[src/rtl/window_scan_ctrl_pkg.sv]
// Shared types for the window-centre scan controller: move codes, FSM states
// and scan order.
package scan_pkg;

    typedef enum logic [1:0] {
        DIR_NONE_RET = 2'b00,   // row-return in raster, or no move on the last position
        DIR_RIGHT    = 2'b01,
        DIR_LEFT     = 2'b10,
        DIR_DOWN     = 2'b11
    } dir_e;

    typedef enum logic [1:0] {
        ST_IDLE = 2'b00,
        ST_RUN  = 2'b01,
        ST_DONE = 2'b10
    } state_e;

    typedef enum logic {
        SCAN_RASTER = 1'b0,
        SCAN_SERP   = 1'b1
    } mode_e;

endpackage

[src/rtl/window_scan_ctrl_scan_addr_step.sv]
// Combinational step logic: from the current centre position and the latched
// image configuration, work out the move to take, the position after that
// move and whether the current position is the final one.
module scan_addr_step
    import scan_pkg::*;
#(
    parameter int ADDR_W = 16,
    parameter int DIM_W  = 12,
    parameter int BORDER = 1
) (
    input  logic [DIM_W-1:0]  i_x,
    input  logic [DIM_W-1:0]  i_y,
    input  logic [ADDR_W-1:0] i_addr_r,
    input  logic [ADDR_W-1:0] i_addr_w,
    input  logic [DIM_W-1:0]  i_len,
    input  logic [DIM_W-1:0]  i_wid,
    input  mode_e             i_mode,
    output logic [DIM_W-1:0]  o_x_nxt,
    output logic [DIM_W-1:0]  o_y_nxt,
    output logic [ADDR_W-1:0] o_addr_r_nxt,
    output logic [ADDR_W-1:0] o_addr_w_nxt,
    output dir_e              o_dir,
    output logic              o_last
);

    localparam logic [DIM_W-1:0]  B_D      = DIM_W'(BORDER);
    localparam logic [DIM_W-1:0]  B1_D     = DIM_W'(BORDER + 1);
    localparam logic [DIM_W-1:0]  ONE_D    = DIM_W'(1);
    localparam logic [ADDR_W-1:0] ONE_A    = ADDR_W'(1);
    localparam logic [ADDR_W-1:0] RET_STEP = ADDR_W'(2 * BORDER + 1);
    localparam logic              B_ODD    = ((BORDER % 2) == 1);

    logic [DIM_W-1:0]  w_x_end;
    logic [DIM_W-1:0]  w_y_end;
    logic [ADDR_W-1:0] w_down_step;
    logic              w_go_right;
    logic              w_at_row_end;
    logic              w_at_y_end;
    dir_e              w_dir;
    logic              w_last;

    assign w_x_end      = i_len - B1_D;
    assign w_y_end      = i_wid - B1_D;
    assign w_down_step  = ADDR_W'(i_len);
    assign w_at_y_end   = (i_y == w_y_end);
    // Parity of (y - BORDER) equals parity of y xor parity of BORDER.
    assign w_go_right   = (i_mode == SCAN_RASTER) || ((i_y[0] ^ B_ODD) == 1'b0);
    assign w_at_row_end = w_go_right ? (i_x == w_x_end) : (i_x == B_D);

    // Choose the move for the current position.
    always_comb begin
        w_dir  = DIR_NONE_RET;
        w_last = 1'b0;
        if (w_at_row_end && w_at_y_end) begin
            w_last = 1'b1;
            w_dir  = DIR_NONE_RET;
        end else if (!w_at_row_end) begin
            w_dir = w_go_right ? DIR_RIGHT : DIR_LEFT;
        end else if (i_mode == SCAN_SERP) begin
            w_dir = DIR_DOWN;
        end else begin
            w_dir = DIR_NONE_RET;
        end
    end

    // Apply the chosen move to coordinates and both addresses.
    always_comb begin
        o_x_nxt      = i_x;
        o_y_nxt      = i_y;
        o_addr_r_nxt = i_addr_r;
        o_addr_w_nxt = i_addr_w;
        case (w_dir)
            DIR_RIGHT: begin
                o_x_nxt      = i_x + ONE_D;
                o_addr_r_nxt = i_addr_r + ONE_A;
                o_addr_w_nxt = i_addr_w + ONE_A;
            end
            DIR_LEFT: begin
                o_x_nxt      = i_x - ONE_D;
                o_addr_r_nxt = i_addr_r - ONE_A;
                o_addr_w_nxt = i_addr_w - ONE_A;
            end
            DIR_DOWN: begin
                o_y_nxt      = i_y + ONE_D;
                o_addr_r_nxt = i_addr_r + w_down_step;
                o_addr_w_nxt = i_addr_w + w_down_step;
            end
            DIR_NONE_RET: begin
                if (w_last) begin
                    o_x_nxt = i_x;
                    o_y_nxt = i_y;
                end else begin
                    o_x_nxt      = B_D;
                    o_y_nxt      = i_y + ONE_D;
                    o_addr_r_nxt = i_addr_r + RET_STEP;
                    o_addr_w_nxt = i_addr_w + RET_STEP;
                end
            end
            default: begin
                o_x_nxt = i_x;
                o_y_nxt = i_y;
            end
        endcase
    end

    assign o_dir  = w_dir;
    assign o_last = w_last;

endmodule

[src/rtl/window_scan_ctrl.sv]
// Window-centre scan controller: validates and latches the image
// configuration on start, then presents one centre position per handshake
// until the whole interior region has been visited.
module window_scan_ctrl
    import scan_pkg::*;
#(
    parameter int ADDR_W = 16,
    parameter int DIM_W  = 12,
    parameter int BORDER = 1
) (
    input  logic              clk,
    input  logic              reset,
    input  logic [DIM_W-1:0]  img_length,
    input  logic [DIM_W-1:0]  img_width,
    input  logic              mode,
    input  logic [ADDR_W-1:0] init_addr_r,
    input  logic [ADDR_W-1:0] init_addr_w,
    input  logic              start,
    input  logic              abort,
    input  logic              pos_ready,
    output logic              pos_valid,
    output logic [ADDR_W-1:0] addr_r,
    output logic [ADDR_W-1:0] addr_w,
    output logic [DIM_W-1:0]  x,
    output logic [DIM_W-1:0]  y,
    output logic [1:0]        direction,
    output logic              pos_last,
    output logic              busy,
    output logic              done,
    output logic              cfg_err
);

    localparam logic [DIM_W-1:0] B_D     = DIM_W'(BORDER);
    localparam logic [DIM_W-1:0] MIN_DIM = DIM_W'(2 * BORDER + 1);

    state_e            r_state,     w_state_nxt;
    logic [DIM_W-1:0]  r_x,         w_x_nxt;
    logic [DIM_W-1:0]  r_y,         w_y_nxt;
    logic [ADDR_W-1:0] r_addr_r,    w_addr_r_nxt;
    logic [ADDR_W-1:0] r_addr_w,    w_addr_w_nxt;
    logic [DIM_W-1:0]  r_len,       w_len_nxt;
    logic [DIM_W-1:0]  r_wid,       w_wid_nxt;
    mode_e             r_mode,      w_mode_nxt;
    logic              r_pos_valid, w_pos_valid_nxt;
    logic              r_busy,      w_busy_nxt;
    logic              r_done,      w_done_nxt;
    logic              r_cfg_err,   w_cfg_err_nxt;

    logic [DIM_W-1:0]  w_step_x;
    logic [DIM_W-1:0]  w_step_y;
    logic [ADDR_W-1:0] w_step_addr_r;
    logic [ADDR_W-1:0] w_step_addr_w;
    dir_e              w_step_dir;
    logic              w_step_last;
    logic              w_cfg_bad;
    logic              w_accept;

    scan_addr_step #(
        .ADDR_W (ADDR_W),
        .DIM_W  (DIM_W),
        .BORDER (BORDER)
    ) u_step (
        .i_x          (r_x),
        .i_y          (r_y),
        .i_addr_r     (r_addr_r),
        .i_addr_w     (r_addr_w),
        .i_len        (r_len),
        .i_wid        (r_wid),
        .i_mode       (r_mode),
        .o_x_nxt      (w_step_x),
        .o_y_nxt      (w_step_y),
        .o_addr_r_nxt (w_step_addr_r),
        .o_addr_w_nxt (w_step_addr_w),
        .o_dir        (w_step_dir),
        .o_last       (w_step_last)
    );

    assign w_cfg_bad = (img_length < MIN_DIM) || (img_width < MIN_DIM);
    assign w_accept  = r_pos_valid && pos_ready;

    // Next state and next register values; abort overrides start and acceptance.
    always_comb begin
        w_state_nxt     = r_state;
        w_x_nxt         = r_x;
        w_y_nxt         = r_y;
        w_addr_r_nxt    = r_addr_r;
        w_addr_w_nxt    = r_addr_w;
        w_len_nxt       = r_len;
        w_wid_nxt       = r_wid;
        w_mode_nxt      = r_mode;
        w_pos_valid_nxt = r_pos_valid;
        w_busy_nxt      = r_busy;
        w_done_nxt      = r_done;
        w_cfg_err_nxt   = 1'b0;
        if (abort) begin
            w_state_nxt     = ST_IDLE;
            w_pos_valid_nxt = 1'b0;
            w_busy_nxt      = 1'b0;
            w_done_nxt      = 1'b0;
        end else begin
            case (r_state)
                ST_IDLE, ST_DONE: begin
                    if (start && w_cfg_bad) begin
                        w_state_nxt     = ST_IDLE;
                        w_pos_valid_nxt = 1'b0;
                        w_busy_nxt      = 1'b0;
                        w_done_nxt      = 1'b0;
                        w_cfg_err_nxt   = 1'b1;
                    end else if (start) begin
                        w_state_nxt     = ST_RUN;
                        w_len_nxt       = img_length;
                        w_wid_nxt       = img_width;
                        w_mode_nxt      = mode_e'(mode);
                        w_x_nxt         = B_D;
                        w_y_nxt         = B_D;
                        w_addr_r_nxt    = init_addr_r;
                        w_addr_w_nxt    = init_addr_w;
                        w_pos_valid_nxt = 1'b1;
                        w_busy_nxt      = 1'b1;
                        w_done_nxt      = 1'b0;
                    end else begin
                        w_state_nxt = r_state;
                    end
                end
                ST_RUN: begin
                    if (w_accept && w_step_last) begin
                        w_state_nxt     = ST_DONE;
                        w_pos_valid_nxt = 1'b0;
                        w_busy_nxt      = 1'b0;
                        w_done_nxt      = 1'b1;
                    end else if (w_accept) begin
                        w_x_nxt      = w_step_x;
                        w_y_nxt      = w_step_y;
                        w_addr_r_nxt = w_step_addr_r;
                        w_addr_w_nxt = w_step_addr_w;
                    end else begin
                        w_state_nxt = ST_RUN;
                    end
                end
                default: begin
                    w_state_nxt     = ST_IDLE;
                    w_pos_valid_nxt = 1'b0;
                    w_busy_nxt      = 1'b0;
                    w_done_nxt      = 1'b0;
                end
            endcase
        end
    end

    // State, position, configuration and status registers.
    always_ff @(posedge clk) begin
        if (reset) begin
            r_state     <= ST_IDLE;
            r_x         <= '0;
            r_y         <= '0;
            r_addr_r    <= '0;
            r_addr_w    <= '0;
            r_len       <= '0;
            r_wid       <= '0;
            r_mode      <= SCAN_RASTER;
            r_pos_valid <= 1'b0;
            r_busy      <= 1'b0;
            r_done      <= 1'b0;
            r_cfg_err   <= 1'b0;
        end else begin
            r_state     <= w_state_nxt;
            r_x         <= w_x_nxt;
            r_y         <= w_y_nxt;
            r_addr_r    <= w_addr_r_nxt;
            r_addr_w    <= w_addr_w_nxt;
            r_len       <= w_len_nxt;
            r_wid       <= w_wid_nxt;
            r_mode      <= w_mode_nxt;
            r_pos_valid <= w_pos_valid_nxt;
            r_busy      <= w_busy_nxt;
            r_done      <= w_done_nxt;
            r_cfg_err   <= w_cfg_err_nxt;
        end
    end

    // Move and last flag only mean something while a position is presented.
    assign direction = r_pos_valid ? w_step_dir : DIR_NONE_RET;
    assign pos_last  = r_pos_valid && w_step_last;
    assign pos_valid = r_pos_valid;
    assign addr_r    = r_addr_r;
    assign addr_w    = r_addr_w;
    assign x         = r_x;
    assign y         = r_y;
    assign busy      = r_busy;
    assign done      = r_done;
    assign cfg_err   = r_cfg_err;

endmodule

[config.mk]
export PLATFORM = sky130hd
export DESIGN_NAME = window_scan_ctrl
export DESIGN_NICKNAME = d
export VERILOG_FILES = /design/src/rtl/window_scan_ctrl_pkg.sv /design/src/rtl/window_scan_ctrl_scan_addr_step.sv /design/src/rtl/window_scan_ctrl.sv
export SDC_FILE = /design/constraint.sdc
export NUM_CORES = 1
export LEC_CHECK = 0
export CAP_MARGIN = 40
export CELL_PAD_IN_SITES_DETAIL_PLACEMENT = 0
export CELL_PAD_IN_SITES_GLOBAL_PLACEMENT = 1
export CORE_ASPECT_RATIO = 0.75
export CORE_MARGIN = 5
export CORE_UTILIZATION = 42
export CTS_CLUSTER_SIZE = 24
export DETAILED_ROUTE_END_ITERATION = 10
export GPL_TIMING_DRIVEN = 0
export PLACE_DENSITY_LB_ADDON = 0.1
export SYNTH_ARGS = -nofsm -noshare
export SYNTH_HDL_FRONTEND = slang
export SYNTH_SLANG_ARGS = --single-unit
[constraint.sdc]
create_clock -name clk -period 10.2 [get_ports clk]
set_clock_uncertainty 0.1 [all_clocks]
set_input_delay 1.53 -clock clk [delete_from_list [all_inputs] [get_ports clk]]
set_output_delay 1.53 -clock clk [all_outputs]
set_load 0.005 [all_outputs]
# == Word-level counts from Yosys, hierarchy flattened ==
# Index checks and enable logic that the tools add are counted.
# classes
addsub,13
n_lt_le_gt_ge,2
n_eq_ne,18
n_mux,47
bitwise,4
reduce_logical,19
# op_table
operator,n
$mux W16,10
$pmux W16 S4,2
$mux W12,8
$pmux W12 S2,3
$pmux W16 S2,2
$pmux W12 S3,1
$add A16 B1 Y16 const B,2
$add A16 B12 Y16,2
$add A16 B2 Y16 const B,2
$sub A16 B1 Y16 const B,2
$add A12 B1 Y12 const B,2
$eq A12 B12 Y1,2
$lt A12 B2 Y1 const B,2
$sub A12 B2 Y12 const B,2
$mux W2,9
$reduce_and A8 Y1,2
$eq A12 B1 Y1 const B,1
$sub A12 B1 Y12 const B,1
$ne A2 B2 Y1 const B,5
$mux W1,9
$ne A3 B3 Y1 const B,3
$reduce_and A7 Y1,1
$eq A2 B2 Y1 const B,3
$logic_and A1 B1 Y1,5
other kinds (13),22
# totals
register_bits,86
input_bits,62
out_inout_bits,63
elab_cells,114

# == Longest topological paths before layout ==
# depth
word_depth,10
ltp_mapped,28
mapped_depth_nobuf,25

# == Modules after synthesis ==
# Synthesis repeated with hierarchy kept, for this count alone.
# unflattened
hier_cells,1140
hier_area_um2,8635.8
# by_module_without_submodules
module,instances,cells_per_inst,area_each_um2
scan_addr_step,1,698,4609.4
window_scan_ctrl,1,442,4026.4

# == Worst setup path after synthesis ==
# No wires, ideal clock.
# synth_path
path_kind,reg2reg
from,register r_wid[1]
to,register r_addr_w[15] (netlist: addr_w[15])
setup_ns,0.077
arrival_time_ns,5.818
slack_ns,4.205
path_stages_with_launch,28
cell_sequence,dfxtp_1 clkbuf_1 inv_1 ha_1 or4b_4 xnor2_1 and4_1 nor3_1 nor3_2 and2_1 nor2_1 inv_1 ha_1 clkbuf_1 nor2_1 clkbuf_1 a21o_1 inv_1 ha_1 a211o_1 a211oi_1 or4_1 a21boi_1 a221o_1 a31oi_1 xnor2_1 mux2_1 a31oi_1
# synth_between
elab_chain_len,9
# synth_lines
element,line,source
start: declaration,window_scan_ctrl.sv:42,"logic [DIM_W-1:0] r_wid, w_wid_nxt;"
start signal: assignment,window_scan_ctrl.sv:172,r_wid <= w_wid_nxt;
$sub A12 B2 Y12 *,window_scan_ctrl_scan_addr_step.sv:43,assign w_y_end = i_wid - B1_D;
$eq A12 B12 Y1 *,window_scan_ctrl_scan_addr_step.sv:45,assign w_at_y_end = (i_y == w_y_end);
$logic_and A1 B1 Y1 *,window_scan_ctrl_scan_addr_step.sv:54,if (w_at_row_end && w_at_y_end) begin
$mux W2,window_scan_ctrl_scan_addr_step.sv:54,
$eq A2 B2 Y1 (tied with other cells),window_scan_ctrl_scan_addr_step.sv:72,case (w_dir)
$pmux W16 S4,window_scan_ctrl_scan_addr_step.sv:72,
$mux W16,window_scan_ctrl.sv:131,end else if (w_accept) begin
$mux W16,window_scan_ctrl.sv:126,if (w_accept && w_step_last) begin
$pmux W16 S2,window_scan_ctrl.sv:101,case (r_state)
end signal: assignment,window_scan_ctrl.sv:170,r_addr_w <= w_addr_w_nxt;
end: declaration,window_scan_ctrl.sv:40,"logic [ADDR_W-1:0] r_addr_w, w_addr_w_nxt;"
# Every way passes the cells marked *; elsewhere a longest branch is shown, timed or not. The select of a mux whose other input is x is not followed.
# A chain may end at the register's enable or synchronous reset.

# == Final worst setup path ==
# layout_path
from,register r_wid[1]
to,register r_addr_r[14] (netlist: addr_r[14])
# layout_between
elab_chain_len,9
# layout_lines
element,line,source
$sub A12 B2 Y12 *,window_scan_ctrl_scan_addr_step.sv:43,
$eq A12 B12 Y1 *,window_scan_ctrl_scan_addr_step.sv:45,
$logic_and A1 B1 Y1 *,window_scan_ctrl_scan_addr_step.sv:54,
$mux W2,window_scan_ctrl_scan_addr_step.sv:54,
$eq A2 B2 Y1 (tied with other cells),window_scan_ctrl_scan_addr_step.sv:72,
$pmux W16 S4,window_scan_ctrl_scan_addr_step.sv:72,
$mux W16,window_scan_ctrl.sv:131,
$mux W16,window_scan_ctrl.sv:126,
$pmux W16 S2,window_scan_ctrl.sv:101,
end signal: assignment,window_scan_ctrl.sv:169,r_addr_r <= w_addr_r_nxt;
end: declaration,window_scan_ctrl.sv:39,"logic [ADDR_W-1:0] r_addr_r, w_addr_r_nxt;"
# Marked as above.

==> results.toml <==
[clocking]
cts_tree = "done"
ctsHoldBuffers = 0
insertion_delay_ns = 0.35
clk_pin_slew_ns = 0.07
htreeDepth = 3
cts.sinks = 86
cts_buffers = 9
cts_root_buf = "clkbuf_16"
post-cts-setup-buffers = 0
cts_resized = 0
clock_path_buffers = 2

[grt]
met2_usage_pct = 35.18
grt_pass1_vias = 6368
grt.total_usage_pct = 23.53
grt_pass1_wl_mm = 35.20
use_met1_pct = 35.33
grt_overflow = 0
grt.busiest_layer = "met1"
antenna_found_initial = 0
grt_max_degree = 13
grt_use_met3_pct = 4.182

[placement]
io_buffers = 123
gp_congestion = 0.8427
dp_hpwl_mm = 17.18
dpl_cell_area_sq_um = 8258
dp_worst_setup_slack_ns = 2.970

[yosys]
synth_flop_cell = "dfxtp_1"
syn-num-nets = 976
yosysTopAreaCellShare_pct = 25.50
syn_area_sq_um = 6753
synthArstFlopShare_pct = 0
post-synth-top-count-cell = "nor2_1"
yosysTopAreaCell = "dfxtp_1"
ys_top_cells_by_area = "dfxtp_1 25%, ha_1 7.2%, nor2_1 7.0%"
synth_seq_area_share_pct = 25.50
synth_enable_flop_cells = 0
synth-seq-cells = 86
syn_avg_cell_area_sq_um = 7.735
ys_warn_count = 0
ys_top_cells_by_count = "126 x nor2_1, 86 x dfxtp_1, 82 x nand2_1, 65 x a21oi_1"
syn_inst = 873
synth_cell_types = 75

[power]
power_uw = 876.6
p_sw_share_pct = 29.74
p_comb_share_pct = 23.0
power.density_nw_per_um2 = 103.0
p_switching_uw = 260.7
ir_drop_uv = 72.35
pwr-share-seq_pct = 42.0
power.clock.fraction_pct = 35.0
p_leak_uw = 0.003249
internal-power_uw = 615.9

[floorplan]
die_w_microns = 156.4
die-area_sq_um = 18740
placementRows = 40
io_pins = 125
initial_utilization_pct = 42.43
die_y_microns = 119.8
coreArea_sq_um = 15920

[setup_path]
end_kind = "register"
required_ns = 10.34
path_max_fanout = 10
critPathKind = "register to register"
crit_arrival_ns = 7.48
cp-start-kind = "register"

[route]
drc = 0
route.vias.total = 6925
viasPerCell = 5.672
detail-route-antenna-nets = 0
finalWirelength_mm = 22.42
drt_first_pass_iters = 5
routedWlPerCell_microns = 18.36
first_iter_violations = 609

[layout]
drive_above_1_share_pct = 6.924
nNetsFinal = 1111
syn_to_final_growth_pct = 26.09
fin_area_sq_um = 8514
n_antenna_cell = 0

[sta]
holdWs_ns = 0.3832
max_freq_mhz = 136.3
tightest_slew_ns = 0.8694
fin_crit_sh_pct = 71.91
drv_slew = 0
rsz0062_at_grt = "false"
finalSetupTns_ns = 0
finalSetupViolCount = 0
layout_setup_ws_ns = 2.865
hold_viol = 0
period_needed_ns = 7.335
slew_headroom_pct = 42.04

[hold_path]
hold_class = "register to register"

[status]
run_status = "finished, final reports clean"

[job]
maxCapViolCount = 0
power by group through the flow:
stage	clock (uW)	combinational, uW	sequential (uW)
floorplan	0	121	371
global placement	0	199	376
detailed placement	0	200	375
CTS	314	201	368
global route	327	220	370
finish	307	201	368
per-layer routing:
metal,vias to the layer above,wire length (microns)
li1,3452,-
met1,3191,11100
met2,263,9480
met3,19,1666
met4,0,175
met5,-,0
critical path: stages (launching register included):
cell      delay (ns)
dfxtp_1         0.29
clkbuf_1        0.17
inv_1           0.09
ha_1            0.29
or4b_4          0.55
xnor2_1         0.15
and4_1          0.20
nor3_1          0.50
nor3_2          0.15
and2_1          0.24
nor2_1          0.27
ha_1            0.28
clkbuf_1        0.43
nor2_1          0.16
clkbuf_1        0.30
nand2_1         0.20
ha_1            0.19
inv_1           0.06
fa_1            0.37
nand2b_1        0.19
a21oi_1         0.26
o311ai_0        0.24
a221oi_1        0.54
o211ai_1        0.22
a21oi_1         0.21
or3_1           0.13
a21oi_1         0.06
o41ai_1         0.35
logic make-up (layout without fill, tap and decap cells):
| group | after synthesis | in the layout | synth area share [%] |
|---|---|---|---|
| simple gates | 366 | 366 | 26.90 |
| compound gates | 224 | 224 | 24.22 |
| flops | 86 | 86 | 25.50 |
| buf+inv | 81 | 219 | 5.299 |
| xor+xnor | 47 | 47 | 6.096 |
| fa+ha+maj | 41 | 41 | 7.819 |
| mux | 28 | 28 | 4.169 |
cell type report:
type                    instances  area, sq um
plain buffers                  55        260.3
clock buffers                  12        246.5
clock inverters                 2        10.01
fillers                      1590         7401
inverters                      26        97.59
multi-input cells             706         4673
flip-flops and latches         86         1722
well taps                     210        262.8
repair buffers                124         1242
placed cells by master, fill, tap and decap left out, drive strengths merged, types with 14 or more instances in the layout:
cell	n
dfxtp	86
nor3	23
xnor2	27
inv	26
buf	17
or3	14
nand2	82
clkbuf	51
nor4	16
o21ai	36
nor2	126
a211oi	24
nand2b	16
a21oi	65
nand3	26
ha	39
clkdlybuf4s50	123
xor2	20
mux2i	27
sequential cells by signal, summed over array words and instances (netlist names):
| register | flops |
|---|---|
| addr_r | 16 |
| addr_w | 16 |
| busy | 1 |
| cfg_err | 1 |
| done | 1 |
| r_len | 12 |
| r_mode | 1 |
| r_state | 2 |
| r_wid | 12 |
| x | 12 |
| y | 12 |
worst paths after layout:
path | from | end | slack [ns] | cells after the start
max | r_wid[1]$_SDFFE_PP0P_ | addr_r[14]$_SDFFE_PP0P_ | 2.87 | 27
max reg2reg | r_wid[1]$_SDFFE_PP0P_ | addr_r[14]$_SDFFE_PP0P_ | 2.87 | 27
min | addr_r[13]$_SDFFE_PP0P_ | addr_r[13]$_SDFFE_PP0P_ | 0.38 | 2
min reg2reg | addr_r[13]$_SDFFE_PP0P_ | addr_r[13]$_SDFFE_PP0P_ | 0.38 | 2
through the flow:
step | instances | utilization [%]
after CTS | 1221 | 53.50
after global placement | 1206 | 51.82
after detailed placement | 1207 | 51.89
after global routing | 1221 | 53.50
after floorplan | 873 | -
final | 1221 | 53.50
Power figures use the tool's default switching activity.
